### src/rtl/lsu_pkg.sv
// Shared types and helpers for the load/store unit: size codes, the
// pending-load record, and the lane/extension helpers.
package lsu_pkg;

  localparam logic [1:0] SZ_BYTE   = 2'd0;
  localparam logic [1:0] SZ_HALF   = 2'd1;
  localparam logic [1:0] SZ_WORD   = 2'd2;
  localparam logic [1:0] SZ_DOUBLE = 2'd3;

  // Offsets are held at the 64-bit width so one record serves both word sizes.
  typedef struct packed {
    logic [2:0] off;
    logic [1:0] size;
    logic       unsigned_load;
  } pending_t;

  localparam int PENDING_W = $bits(pending_t);

  function automatic logic [7:0] byte_en(input logic [1:0] size, input logic [2:0] off);
    logic [7:0] mask;
    case (size)
      SZ_BYTE: mask = 8'h01;
      SZ_HALF: mask = 8'h03;
      SZ_WORD: mask = 8'h0f;
      default: mask = 8'hff;
    endcase
    return mask << off;
  endfunction

  function automatic logic [63:0] replicate(input logic [63:0] data, input logic [1:0] size);
    logic [63:0] r;
    case (size)
      SZ_BYTE: r = {8{data[7:0]}};
      SZ_HALF: r = {4{data[15:0]}};
      SZ_WORD: r = {2{data[31:0]}};
      default: r = data;
    endcase
    return r;
  endfunction

  function automatic logic [63:0] extend(input logic [63:0] data, input logic [1:0] size,
                                         input logic unsigned_load);
    logic [63:0] r;
    case (size)
      SZ_BYTE: r = {{56{~unsigned_load & data[7]}}, data[7:0]};
      SZ_HALF: r = {{48{~unsigned_load & data[15]}}, data[15:0]};
      SZ_WORD: r = {{32{~unsigned_load & data[31]}}, data[31:0]};
      default: r = data;
    endcase
    return r;
  endfunction

endpackage

### src/rtl/lsu_pending_fifo.sv
// Small synchronous FIFO holding the shape of each outstanding load so the
// in-order read responses can be sliced and extended on return.
module lsu_pending_fifo #(
  parameter int DEPTH = 4,
  parameter int WIDTH = 6,
  localparam int PTR_W = $clog2(DEPTH)
) (
  input  logic             clock,
  input  logic             reset,
  input  logic             push,
  input  logic             pop,
  input  logic [WIDTH-1:0] din,
  output logic [WIDTH-1:0] dout,
  output logic             full,
  output logic             empty,
  output logic [PTR_W:0]   count
);

  localparam logic [PTR_W:0]   CNT_ONE  = 1;
  localparam logic [PTR_W:0]   CNT_FULL = DEPTH;
  localparam logic [PTR_W-1:0] PTR_ONE  = 1;

  logic [WIDTH-1:0] mem [DEPTH];
  logic [PTR_W-1:0] wr_ptr;
  logic [PTR_W-1:0] rd_ptr;
  logic             do_push;
  logic             do_pop;

  assign full    = (count == CNT_FULL);
  assign empty   = (count == '0);
  assign do_push = push & ~full;
  assign do_pop  = pop & ~empty;
  assign dout    = mem[rd_ptr];

  // Pointers are exactly log2(DEPTH) bits, so wrap is free.
  always_ff @(posedge clock or negedge reset) begin
    if (!reset) begin
      wr_ptr <= '0;
      rd_ptr <= '0;
      count  <= '0;
    end else begin
      if (do_push) wr_ptr <= wr_ptr + PTR_ONE;
      if (do_pop)  rd_ptr <= rd_ptr + PTR_ONE;
      case ({do_push, do_pop})
        2'b10:   count <= count + CNT_ONE;
        2'b01:   count <= count - CNT_ONE;
        default: count <= count;
      endcase
    end
  end

  always_ff @(posedge clock) begin
    if (do_push) mem[wr_ptr] <= din;
  end

endmodule

### src/rtl/memory_unit_lsu.sv
// Load/store unit between Execute/Writeback and the data cache port: sub-word
// lanes, misalignment detection and in-order tracking of outstanding loads.
module memory_unit_lsu
  import lsu_pkg::*;
#(
  parameter int CORE          = 0,
  parameter int DATA_WIDTH    = 32,
  parameter int ADDRESS_BITS  = 20,
  parameter int PENDING_DEPTH = 4,
  localparam int BE_BITS      = DATA_WIDTH / 8,
  localparam int OFF_BITS     = $clog2(BE_BITS),
  localparam int WORD_BITS    = ADDRESS_BITS - OFF_BITS,
  localparam int CNT_W        = $clog2(PENDING_DEPTH) + 1
) (
  input  logic                    clock,
  input  logic                    reset,
  input  logic                    load,
  input  logic                    store,
  input  logic [1:0]              size,
  input  logic                    unsigned_load,
  input  logic [ADDRESS_BITS-1:0] address,
  input  logic [DATA_WIDTH-1:0]   store_data,
  output logic                    stall,
  output logic                    misaligned,
  output logic [DATA_WIDTH-1:0]   load_data,
  output logic [ADDRESS_BITS-1:0] data_addr,
  output logic                    valid,
  output logic                    protocol_error,
  input  logic                    d_mem_ready,
  input  logic                    d_mem_valid,
  input  logic [DATA_WIDTH-1:0]   d_mem_out_data,
  input  logic [WORD_BITS-1:0]    d_mem_out_addr,
  output logic [WORD_BITS-1:0]    d_mem_address,
  output logic [DATA_WIDTH-1:0]   d_mem_in_data,
  output logic [BE_BITS-1:0]      d_mem_byte_en,
  output logic                    d_mem_read,
  output logic                    d_mem_write,
  input  logic                    report
);

  localparam logic [1:0] MAX_SIZE = 2'(OFF_BITS);

  logic [2:0]       off;
  logic [2:0]       align_mask;
  logic             req;
  logic             accepted;
  logic             full;
  logic             empty;
  logic             pop;
  logic [CNT_W-1:0] fifo_count;
  logic [PENDING_W-1:0] fifo_dout;
  pending_t         head;

  assign off = 3'(address[OFF_BITS-1:0]);

  always_comb begin
    case (size)
      SZ_BYTE: align_mask = 3'b000;
      SZ_HALF: align_mask = 3'b001;
      SZ_WORD: align_mask = 3'b011;
      default: align_mask = 3'b111;
    endcase
  end

  // Handshake: a request is taken on a clock edge where its strobe and
  // d_mem_ready are both high; until then stall holds the pipeline, which keeps
  // its inputs steady. Full blocks reads even on a popping cycle, so the read
  // strobe never depends on d_mem_valid.
  assign req         = load | store;
  assign misaligned  = req & ((|(off & align_mask)) | (size > MAX_SIZE));
  assign d_mem_read  = load & ~misaligned & ~full;
  assign d_mem_write = store & ~misaligned;
  assign accepted    = (d_mem_read | d_mem_write) & d_mem_ready;
  assign stall       = req & ~misaligned & ~accepted;

  assign d_mem_address = address[ADDRESS_BITS-1:OFF_BITS];
  assign d_mem_byte_en = BE_BITS'(byte_en(size, off));
  assign d_mem_in_data = DATA_WIDTH'(replicate(64'(store_data), size));

  assign pop  = d_mem_valid & ~empty;
  assign head = pending_t'(fifo_dout);

  lsu_pending_fifo #(
    .DEPTH (PENDING_DEPTH),
    .WIDTH (PENDING_W)
  ) u_fifo (
    .clock (clock),
    .reset (reset),
    .push  (accepted & load),
    .pop   (pop),
    .din   ({off, size, unsigned_load}),
    .dout  (fifo_dout),
    .full  (full),
    .empty (empty),
    .count (fifo_count)
  );

  always_ff @(posedge clock or negedge reset) begin
    if (!reset) begin
      valid          <= 1'b0;
      load_data      <= '0;
      data_addr      <= '0;
      protocol_error <= 1'b0;
    end else begin
      valid <= pop;
      if (pop) begin
        load_data <= DATA_WIDTH'(extend(64'(d_mem_out_data) >> {head.off, 3'b000},
                                        head.size, head.unsigned_load));
        data_addr <= {d_mem_out_addr, head.off[OFF_BITS-1:0]};
      end
      // A response with nothing outstanding is dropped and flagged until reset.
      if (d_mem_valid & empty) protocol_error <= 1'b1;
    end
  end

`ifndef SYNTHESIS
  always @(posedge clock) begin
    if (report)
      $display("[lsu%0d] ld=%b st=%b sz=%0d addr=%h stall=%b mis=%b cnt=%0d rsp=%b rdata=%h",
               CORE, load, store, size, address, stall, misaligned, fifo_count,
               d_mem_valid, d_mem_out_data);
  end
`endif

endmodule

### config.mk
export PLATFORM = sky130hd
export DESIGN_NAME = memory_unit_lsu
export DESIGN_NICKNAME = d
export VERILOG_FILES = /design/src/rtl/lsu_pkg.sv /design/src/rtl/lsu_pending_fifo.sv /design/src/rtl/memory_unit_lsu.sv
export SDC_FILE = /design/constraint.sdc
export NUM_CORES = 1
export LEC_CHECK = 0
export ABC_AREA = 1
export CAP_MARGIN = 20
export CORE_MARGIN = 8
export CORE_UTILIZATION = 25
export CTS_CLUSTER_DIAMETER = 50
export DETAILED_ROUTE_END_ITERATION = 8
export PLACE_DENSITY = 0.52
export RECOVER_POWER = 25
export SYNTH_ARGS = -nofsm -noshare
export SYNTH_HDL_FRONTEND = slang
export SYNTH_SLANG_ARGS = --single-unit
### constraint.sdc
create_clock -name clock -period 2.4 [get_ports clock]
set_input_delay 0.24 -clock clock [delete_from_list [all_inputs] [get_ports clock]]
set_output_delay 0.24 -clock clock [all_outputs]
set_load 0.03 [all_outputs]
* Yosys cells after proc, flatten, opt, wreduce, memory -nomap -nowiden
Memory sizes are Yosys's and may differ from the RTL's.
Cells that the tools add are included.
** Word-level totals
- Input bits :: 112
- Latch bits :: 0
- Memory bits (read-only) :: 0
- Output and inout port bits :: 112
- Memory bits (writable) :: 20
- Register bits after elaboration :: 61
- Memories kept :: 1
- Logic and storage cells :: 57
** Memory list
- u_fifo.mem :: depth 4, bits a word 5, rd ports 1, clocked after memory_dff 0, write ports 1, line lsu_pending_fifo.sv:23 : logic [WIDTH-1:0] mem [DEPTH];
** Operators by class
- Bitwise logic cells :: 23
- Reduce and logical (&&, ||, !) cells :: 5
- Shift operators :: 2
- Order comparisons :: 1
- $mul :: 0
- Multiplexer cells :: 7
- Eq/ne operators :: 7
- Divide/modulo/power cells :: 0
- Add/sub/neg operators :: 4
** Operator list (count)
- $pmux 32 s3 :: 2
- $shr 32x6->32 :: 1
- $pmux 8 s3 :: 1
- $and 1x1->1 :: 14
- $pmux 3 s3 :: 1
- $shl 8x2->4 :: 1
- $eq 2x1->1 const B :: 3
- $eq 2x2->1 const B :: 3
- $pmux 3 s2 :: 1
- $not 1->1 :: 5
- $add 2x1->2 const B :: 2
- $logic_not 2->1 :: 2
- $add 3x1->3 const B :: 1
- $and 2x3->3 :: 1
- $eq 3x3->1 const B :: 1
- $logic_not 3->1 :: 1
- $or 1x1->1 :: 3
- $reduce_or 3->1 :: 1
- $sub 3x1->3 const B :: 1
- $gt 2x2->1 const B :: 1
- $mux 1 :: 2
- $reduce_bool 2->1 :: 1

* Depth between registers and ports, before layout
Gate-level depths: netlist of the first run.
- Depth after elaboration :: 15
- Gate-level depth with buffers :: 13

* By module
From an unflattened synthesis of the first run, not the netlist that was laid out.
** Unflattened totals
- Cells, all modules :: 657
- Area, all modules :: 4988.5 um2
** By module, submodules not included
- memory_unit_lsu :: seq. area each 1351.3 um2, instances 1, area each 3553.4 um2, cells each 526
- lsu_pending_fifo :: seq. area each 895.9 um2, instances 1, area each 1435.1 um2, cells each 131

* Worst setup path before layout of the first run
Ideal clock, no wire load.
- Path kind :: input to register
- Start :: input size[1]
- End :: register u_fifo.count[1]
- Setup slack :: -0.258 ns
- Setup time :: 0.083 ns
- Stages :: 9
- Arrival time :: 2.575 ns
- Data required time :: 2.317 ns
- Path through :: clkbuf_1 > o21ai_0 > nand2_1 > nor3_1 > nand2_1 > ha_1 > inv_1 > fa_1 > o21ai_0
** Between the ends
- Cells in the longest elaborated chain, start to end :: 15
** Ends and longest elaborated chain
- from (decl) :: line memory_unit_lsu.sv:19 : input logic [1:0] size,
- $eq 2x2->1, or another cell as far along :: line memory_unit_lsu.sv:57 : case (size)
- $pmux 3 s3 :: line memory_unit_lsu.sv:57
- $and 2x3->3 :: line memory_unit_lsu.sv:70 : assign misaligned = req & ((|(off & align_mask)) | (size > MAX_SIZE));
- $reduce_or 3->1 :: line memory_unit_lsu.sv:70
- $or 1x1->1 * :: line memory_unit_lsu.sv:70
- $and 1x1->1 * :: line memory_unit_lsu.sv:70
- $not 1->1 * :: line memory_unit_lsu.sv:71 : assign d_mem_read = load & ~misaligned & ~full;
- $and 1x1->1 * (2 in a row) :: line memory_unit_lsu.sv:71
- net d_mem_read :: line memory_unit_lsu.sv:36 : output logic d_mem_read,
- $or 1x1->1 * :: line memory_unit_lsu.sv:73 : assign accepted = (d_mem_read | d_mem_write) & d_mem_ready;
- $and 1x1->1 * :: line memory_unit_lsu.sv:73
- $and 1x1->1 * :: line memory_unit_lsu.sv:89 : .push (accepted & load),
- $and 1x1->1 * :: line lsu_pending_fifo.sv:31 : assign do_push = push & ~full;
- $eq 2x1->1 / $eq 2x2->1 (equally long branches) :: line lsu_pending_fifo.sv:44 : case ({do_push, do_pop})
- $pmux 3 s2 / $reduce_bool 2->1 (equally long branches)
- to (signal assigned) :: line lsu_pending_fifo.sv:45 : 2'b10: count <= count + CNT_ONE;
- to (signal assigned) :: line lsu_pending_fifo.sv:46 : 2'b01: count <= count - CNT_ONE;
- to (signal assigned) :: line lsu_pending_fifo.sv:47 : default: count <= count;
- to (decl) :: line lsu_pending_fifo.sv:16 : output logic [PTR_W:0] count
Mark *: on every way through the listed nets, which the timed path passes. The rest lies on a longest branch.
A chain may end at the register's enable or synchronous reset.

* Worst setup path in the final report of the first run
- Start :: input size[0]
- End :: output d_mem_in_data[28]
** Between the ends
- Cells in the longest elaborated chain, start to end :: 2
** Ends and longest elaborated chain
- $eq 2x2->1, or another cell as far along :: line lsu_pkg.sv:32 : case (size)
- $pmux 32 s3 * :: line lsu_pkg.sv:32
- to (decl) :: line memory_unit_lsu.sv:34 : output logic [DATA_WIDTH-1:0] d_mem_in_data,
Every way passes the cells marked *; elsewhere a longest branch is shown, timed or not.

==> results of run 1 <==
## report_power, final
part           leakage, nW  switching [mW]  internal (mW)
Combinational         2.29            3.10           1.91
Sequential           0.907           0.262           1.91
Clock                0.135           0.537          0.797
## worst max-delay path, stage by stage
cell and delay [ns]:
clkdlybuf4s50_1 0.45, inv_1 0.09, nand2_1 0.07, buf_4 0.13, inv_1 0.06, buf_4 0.15, nand2_1 0.07, o211ai_1 0.09
clkdlybuf4s50_1 0.70
## area by class of cell
type | count | area (µm²) | area share [%]
clock buffer | 11 | 232.7 | 3.309
clock inverter | 4 | 47.55 | 0.6760
inverter | 52 | 195.2 | 2.775
sequential | 81 | 2127 | 30.24
multi-input combinational | 413 | 2101 | 29.87
timing repair buffer | 213 | 2037 | 28.96
tap | 234 | 292.8 | 4.163
## cells in the mapped netlist (2+ instances only)
master / n / area [µm²]
nand2_1: 203 / 762.0
dfrtp_1: 61 / 1526
inv_1: 49 / 183.9
nand3_1: 38 / 190.2
nor2_1: 37 / 138.9
buf_4: 26 / 195.2
a21oi_1: 21 / 105.1
edfxtp_1: 20 / 600.6
o21ai_0: 20 / 100.1
nand3_2: 16 / 160.2
or2_2: 16 / 100.1
nand2_2: 12 / 75.07
buf_2: 9 / 45.04
a22oi_1: 7 / 52.55
o211ai_1: 7 / 52.55
o21a_1: 7 / 52.55
buf_6: 5 / 56.30
clkbuf_1: 5 / 18.77
ha_1: 5 / 62.56
buf_1: 3 / 11.26
nand3_4: 3 / 52.55
nor2_2: 3 / 18.77
xor2_1: 3 / 26.28
inv_2: 2 / 7.510
nand2_4: 2 / 22.52
nor2_4: 2 / 22.52
nor3_1: 2 / 10.01
o21ai_1: 2 / 10.01
## through the flow
step | util, % | power, mW
after global placement | 36.09 | 7.280
after CTS | 37.64 | 8.671
after detailed placement | 36.09 | 7.287
final | 37.60 | 8.509
after floorplan | - | 5.555
after global routing | 37.60 | 9.161
## registers in the layout, summed over array words and instances, names as in the netlist
signal          cells
u_fifo.mem         20
protocol_error      1
u_fifo.wr_ptr       2
load_data          32
u_fifo.rd_ptr       2
valid               1
data_addr          20
u_fifo.count        3
## per-layer routing
metal  global-route usage [%]  part of all wire [%]
met1                    15.80                    44
met2                    20.37                    46
met3                    4.542                   8.3
met4                    2.660                  0.87
met5                        0                 0.080
## worst paths after layout
kind,depth (start not counted),to,slack (ns)
worst max register to register,9,u_fifo.count[2]$_DFFE_PN0P_,0.47
min in group asynchronous,3,load_data[0]$_DFFE_PN0P_,0.92
max in group asynchronous,3,u_fifo.count[1]$_DFFE_PN0P_,0.54
worst min-delay path,3,data_addr[16]$_DFFE_PN0P_,0.43
worst min register to register,2,data_addr[17]$_DFFE_PN0P_,0.47
worst max-delay path,9,d_mem_in_data[28],0.12
## repair_timing
action | 4_1_cts | 5_1_grt
setup endpoints to repair | 0 | 6
gates resized for setup | 0 | 6
hold endpoints to repair | 61 | 0
hold buffers | 1 | 0
setup buffers | 0 | 0
## cells by family (layout without fill, tap and decap cells)
| logic type | Yosys count | in the layout | synth area share (%) |
|---|---|---|---|
| compound gates | 68 | 68 | 8.436 |
| fa+ha+maj | 6 | 6 | 1.729 |
| xor+xnor | 4 | 4 | 0.7337 |
| flops | 81 | 81 | 44.54 |
| simple gates | 335 | 335 | 32.93 |
| buf+inv | 103 | 280 | 11.63 |
==> out/results.md, run 1 <==
| Result | This run | Unit |
| --- | --- | --- |
| Startpoint of the worst setup timing path | size[0] | - |
| CTS root buf | clkbuf_16 | - |
| Endpoints failing hold | 0 | - |
| Number of storage elements in the synthesis netlist | 81 | - |
| Total CTS buffers | 9 | - |
| Global-route wire length before repair | 23870 | µm |
| Max transition margin | -5.567 | % |
| Clock tree sinks | 81 | - |
| Number of non-filler instances in the completed layout | 1008 | - |
| Warning count from the yosys run | 0 | - |
| Worst Max-Slew Pin Slew | 1.584 | ns |
| Failing checks | capacitance limit, slew limit | - |
| Cell area after technology mapping | 4776 | µm² |
| Cell Rows | 50 | - |
| Post-synth EDFFs | 20 | - |
| Avg Cell Area, Syn | 8.000 | µm² |
| Post-DR wirelength/cell | 14.85 | µm |
| Number of nets still failing antenna checks after routing | 0 | - |
| Syn_nets | 715 | - |
| Worst-case clock skew | 0.004060 | ns |
| Maximum level of the CTS H-tree | 3 | - |
| Synth unique cells | 39 | - |
| Initial Utilization | 25.53 | % |
| Number of buffers added on ports | 186 | - |
| Crit share post-route | 95.13 | % |
| Largest net degree at the start of global routing | 62 | - |
| Origin of the critical flop-to-flop path | u_fifo.count[0]$_DFFE_PN0P_ | - |
| Std-Cell Core Area | 18710 | µm² |
| Count of nets after finishing | 888 | - |
| Proportion of synthesized chip area in sequential cells | 44.54 | % |
| Post-route cell area | 7033 | µm² |
| Worst endpoint required time | 2.16 | ns |
| Fill cell count | 1930 | - |
| Hold crit path type | input pin to flip-flop | - |
| Placed Cells incl. Taps | 992 | - |
| Total GRT Usage | 12.58 | % |
| Width of the die | 154.2 | µm |
| Number of global-route vias before repair | 4306 | - |
| Hold_sp | d_mem_out_addr[14] | - |
| Setup repair after global routing missed its margin | no | - |
| Final Hold Slack | 0.4297 | ns |
| Total setup violations reported at the end of the flow | 0 | - |
| Most frequent standard cell in the layout excluding fill and tap cells | nand2_1 | - |
| Die area | 23780 | µm² |
| Vert. Die Dim | 154.2 | µm |
| Top library cells by usage in the layout, fill and taps aside | nand2_1 (202), clkdlybuf4s50_1 (165), dfrtp_1 (61) | - |
| Number of antenna violations at the first check in global routing | 1 | - |
| Area growth from synthesis to layout | 47.26 | % |
| Routed via count divided by cell count | 4.346 | - |
| Estimated wirelength of the detail-placed design | 11490 | µm |
| Weighted congestion at the end of routability-driven global placement | 0.7978 | - |
| Share of final-layout standard cells stronger than drive strength 1 | 14.08 | % |
| Min cycle time layout | 2.283 | ns |
| Overflow left after global routing | 0 | - |
| Synthesized netlist cell count | 597 | - |
| Critical Path Start Type | input pin | - |
| Vias | 4381 | - |
| Final max-slew violation count | 62 | - |
| Bufs on Longest Clock Path | 2 | - |
| Most common flop cell mapped by yosys | dfrtp_1 | - |
| Run status | finished, violations left | - |
| Number of remaining DRC errors | 0 | - |
| Total wirelength of the detailed-routed design | 14970 | µm |
| I/O Pins | 224 | - |
| Crit path arrival time | 2.04 | ns |
| Post-CTS clock slew at the launch and capture registers of the worst setup and hold paths | 0.06 | ns |
| Minimum setup slack after placement | 0.01760 | ns |
| Maximum ir drop on the vdd rail | 0.7206 | mV |
| TritonCTS clock tree | built | - |
| Number of antenna repair diodes | 0 | - |
| Async SR Flop Fraction | 75.31 | % |
| Max Cap Violations | 1 | - |
| Number of iterations in the first detailed-routing pass | 4 | - |
| Initial drt markers | 192 | - |
| Leak | 3.335 | nW |
| Clk_lat worst skew | 0.34 | ns |
| Instance area after placement | 6750 | µm² |
| Final total negative setup slack | 0 | ns |
| Maximum fanout count along the critical path | 8 | - |
| Power density over the cells | 1210 | nW/µm² |
| Category of the most critical setup path | input pin to output port | - |
| Achievable Freq | 438.0 | MHz |
| Min setup slack post-route | 0.1169 | ns |
| Kind of end point of the critical path | output port | - |
No activity file was read; power rests on OpenSTA's default activity.
==> run 2: changes to the inputs <==
- HOLD_SLACK_MARGIN: not set -> 0.06
==> results of run 2 <==
Same layout as run 1: the final DEF is identical, and so are final timing and power.
==> run 3: changes to the inputs <==
- CORE_MARGIN: 8 -> 1
==> out/results.md, run 3 (synthesis gave the netlist of run 1 again) <==
| Result | This run | Unit |
| --- | --- | --- |
| Run status | finished, violations left | - |
| Failing checks | capacitance limit, slew limit | - |
| Initial drt markers | 173 | - |
| Clock tree sinks | 81 | - |
| Leak | 3.245 | nW |
| Number of buffers added on ports | 186 | - |
| Final Core Density | 37.13 | % |
| CTS root buf | clkbuf_16 | - |
| Maximum fanout count along the critical path | 3 | - |
| Share of final-layout standard cells stronger than drive strength 1 | 14.56 | % |
| Worst endpoint required time | 2.16 | ns |
| Total GRT Usage | 14.84 | % |
| Setup repair after global routing missed its margin | no | - |
| Maximum ir drop on the vdd rail | 0.4306 | mV |
| Number of antenna repair diodes | 0 | - |
| Endpoints failing hold | 0 | - |
| Post-CTS clock slew at the launch and capture registers of the worst setup and hold paths | 0.06 | ns |
| Clk_lat worst skew | 0.34 | ns |
| Number of nets still failing antenna checks after routing | 0 | - |
| Count of nets after finishing | 882 | - |
| Critical path capture point | d_mem_read | - |
| Flip-flop count of the largest register, all copies and words added | 32 | - |
| Number of antenna violations at the first check in global routing | 0 | - |
| Total CTS buffers | 9 | - |
| Routed via count divided by cell count | 4.339 | - |
| Final total negative setup slack | 0 | ns |
| Std-Cell Core Area | 18710 | µm² |
| Weighted congestion at the end of routability-driven global placement | 0.7806 | - |
| Max Cap Violations | 1 | - |
| Capture point of the worst reg-to-reg path | load_data[27]$_DFFE_PN0P_ | - |
| Overflow left after global routing | 0 | - |
| Largest registers | load_data (32), data_addr (20), u_fifo.mem (20) | - |
| Hold crit path type | input pin to flip-flop | - |
| Startpoint of the worst setup timing path | address[1] | - |
| Worst-case clock skew | 0.007551 | ns |
| Number of instances on the worst hold path | 3 | - |
| Setup slack of the most critical reg-to-reg path | 0.37 | ns |
| Total setup violations reported at the end of the flow | 0 | - |
| Bufs on Longest Clock Path | 2 | - |
| Power density over the cells | 1202 | nW/µm² |
| Largest net degree at the start of global routing | 62 | - |
| Number of global-route vias before repair | 4229 | - |
| Global-route wire length before repair | 22510 | µm |
| Crit path arrival time | 1.96 | ns |
| Estimated wirelength of the detail-placed design | 10440 | µm |
| Cell Rows | 50 | - |
| Largest register by flop count | load_data | - |
| TritonCTS clock tree | built | - |
| Post_cts resized | 0 | - |
| Worst Max-Slew Pin Slew | 1.581 | ns |
| Vert. Die Dim | 140.2 | µm |
| Min cycle time layout | 2.198 | ns |
| Origin of the critical flop-to-flop path | u_fifo.rd_ptr[0]$_DFFE_PN0P_ | - |
| Total wirelength of the detailed-routed design | 14080 | µm |
| Width of the die | 140.2 | µm |
| Crit share post-route | 91.57 | % |
| I/O Pins | 224 | - |
| Total power of the final layout | 8.346 | mW |
| Min setup slack post-route | 0.2023 | ns |
| Die area | 19660 | µm² |
| Minimum setup slack after placement | -0.003964 | ns |
| Max transition margin | -5.379 | % |
| Number of remaining DRC errors | 0 | - |
| Vias | 4352 | - |
| Final Hold Slack | 0.4301 | ns |
| Kind of end point of the critical path | output port | - |
| Initial Utilization | 25.53 | % |
| Category of the most critical setup path | input pin to output port | - |
| Achievable Freq | 455.0 | MHz |
| Number of iterations in the first detailed-routing pass | 4 | - |
| Area growth from synthesis to layout | 45.43 | % |
| Post-DR wirelength/cell | 14.04 | µm |
| Most frequent standard cell in the layout excluding fill and tap cells | nand2_1 | - |
| Cell count of the worst reg-to-reg path | 11 | - |
| Post-CTS repair timing setup buffer count | 0 | - |
| Final max-slew violation count | 62 | - |
| Maximum level of the CTS H-tree | 3 | - |
| Top library cells by usage in the layout, fill and taps aside | nand2_1 (202), clkdlybuf4s50_1 (162), dfrtp_1 (61) | - |
| Critical Path Start Type | input pin | - |
## run 3: cell count changes in the layout (fill, tap and decap cells not counted)
cell	previous run	this run
dlygate4sd3_1	3	4
buf_12	0	1
bufinv_16	1	0
clkinvlp_4	1	2
dlymetal6s2s_1	6	0
clkinv_2	2	4
clkdlybuf4s50_1	165	162
## run 3: where the power goes
| group | switching (mW) | total (mW) | internal [mW] |
|---|---|---|---|
| sequential | 0.291 | 2.20 | 1.91 |
| clock | 0.563 | 1.26 | 0.693 |
| combinational | 3.04 | 4.89 | 1.85 |
## run 3: layout make-up
| cell class | count | area, µm² |
|---|---|---|
| clock buffers | 10 | 229.0 |
| clock inverters | 6 | 35.03 |
| fillers | 1966 | 11760 |
| inverters | 52 | 195.2 |
| multi-input cells | 413 | 2101 |
| flip-flops and latches | 81 | 2127 |
| well taps | 234 | 292.8 |
| repair buffers | 207 | 1966 |
## run 3: how the worst min path moves through the flow
stage | slack, ns | start | to
after floorplan | -0.06 | reset | data_addr[0]$_DFFE_PN0P_
after global placement | 0.29 | reset | data_addr[1]$_DFFE_PN0P_
after detailed placement | 0.28 | reset | data_addr[0]$_DFFE_PN0P_
after CTS | 0.41 | d_mem_out_addr[16] | data_addr[18]$_DFFE_PN0P_
after global routing | 0.42 | d_mem_out_addr[16] | data_addr[18]$_DFFE_PN0P_
final | 0.43 | d_mem_out_addr[16] | data_addr[18]$_DFFE_PN0P_
## run 3: metrics by stage
step                instances  cell area [µm²]
floorplan                 597             4781
global placement          986             6698
detailed placement        986             6698
CTS                      1003             6972
global route             1003             6945
finish                   1003             6945
## run 3: worst max-delay path, stage by stage
cell and delay [ns]:
dlygate4sd3_1 0.57, o21ai_0 0.15, nand2_1 0.13, nor3_2 0.16
clkdlybuf4s50_1 0.71
## run 3: routing by layer
| metal | GRT usage (%) | part of all wire [%] | up-vias |
|---|---|---|---|
| met5 | 0 | 0 | - |
| met4 | 4.511 | 1.9 | 0 |
| met3 | 4.615 | 7.6 | 19 |
| met2 | 24.00 | 46 | 167 |
| met1 | 18.89 | 45 | 1959 |
| li1 | - | - | 2207 |
## run 3: repair_timing
item / CTS / global route
hold buffers: 1 / 0
endpoints found under the setup margin: 0 / 0
hold endpoints to repair: 61 / 0
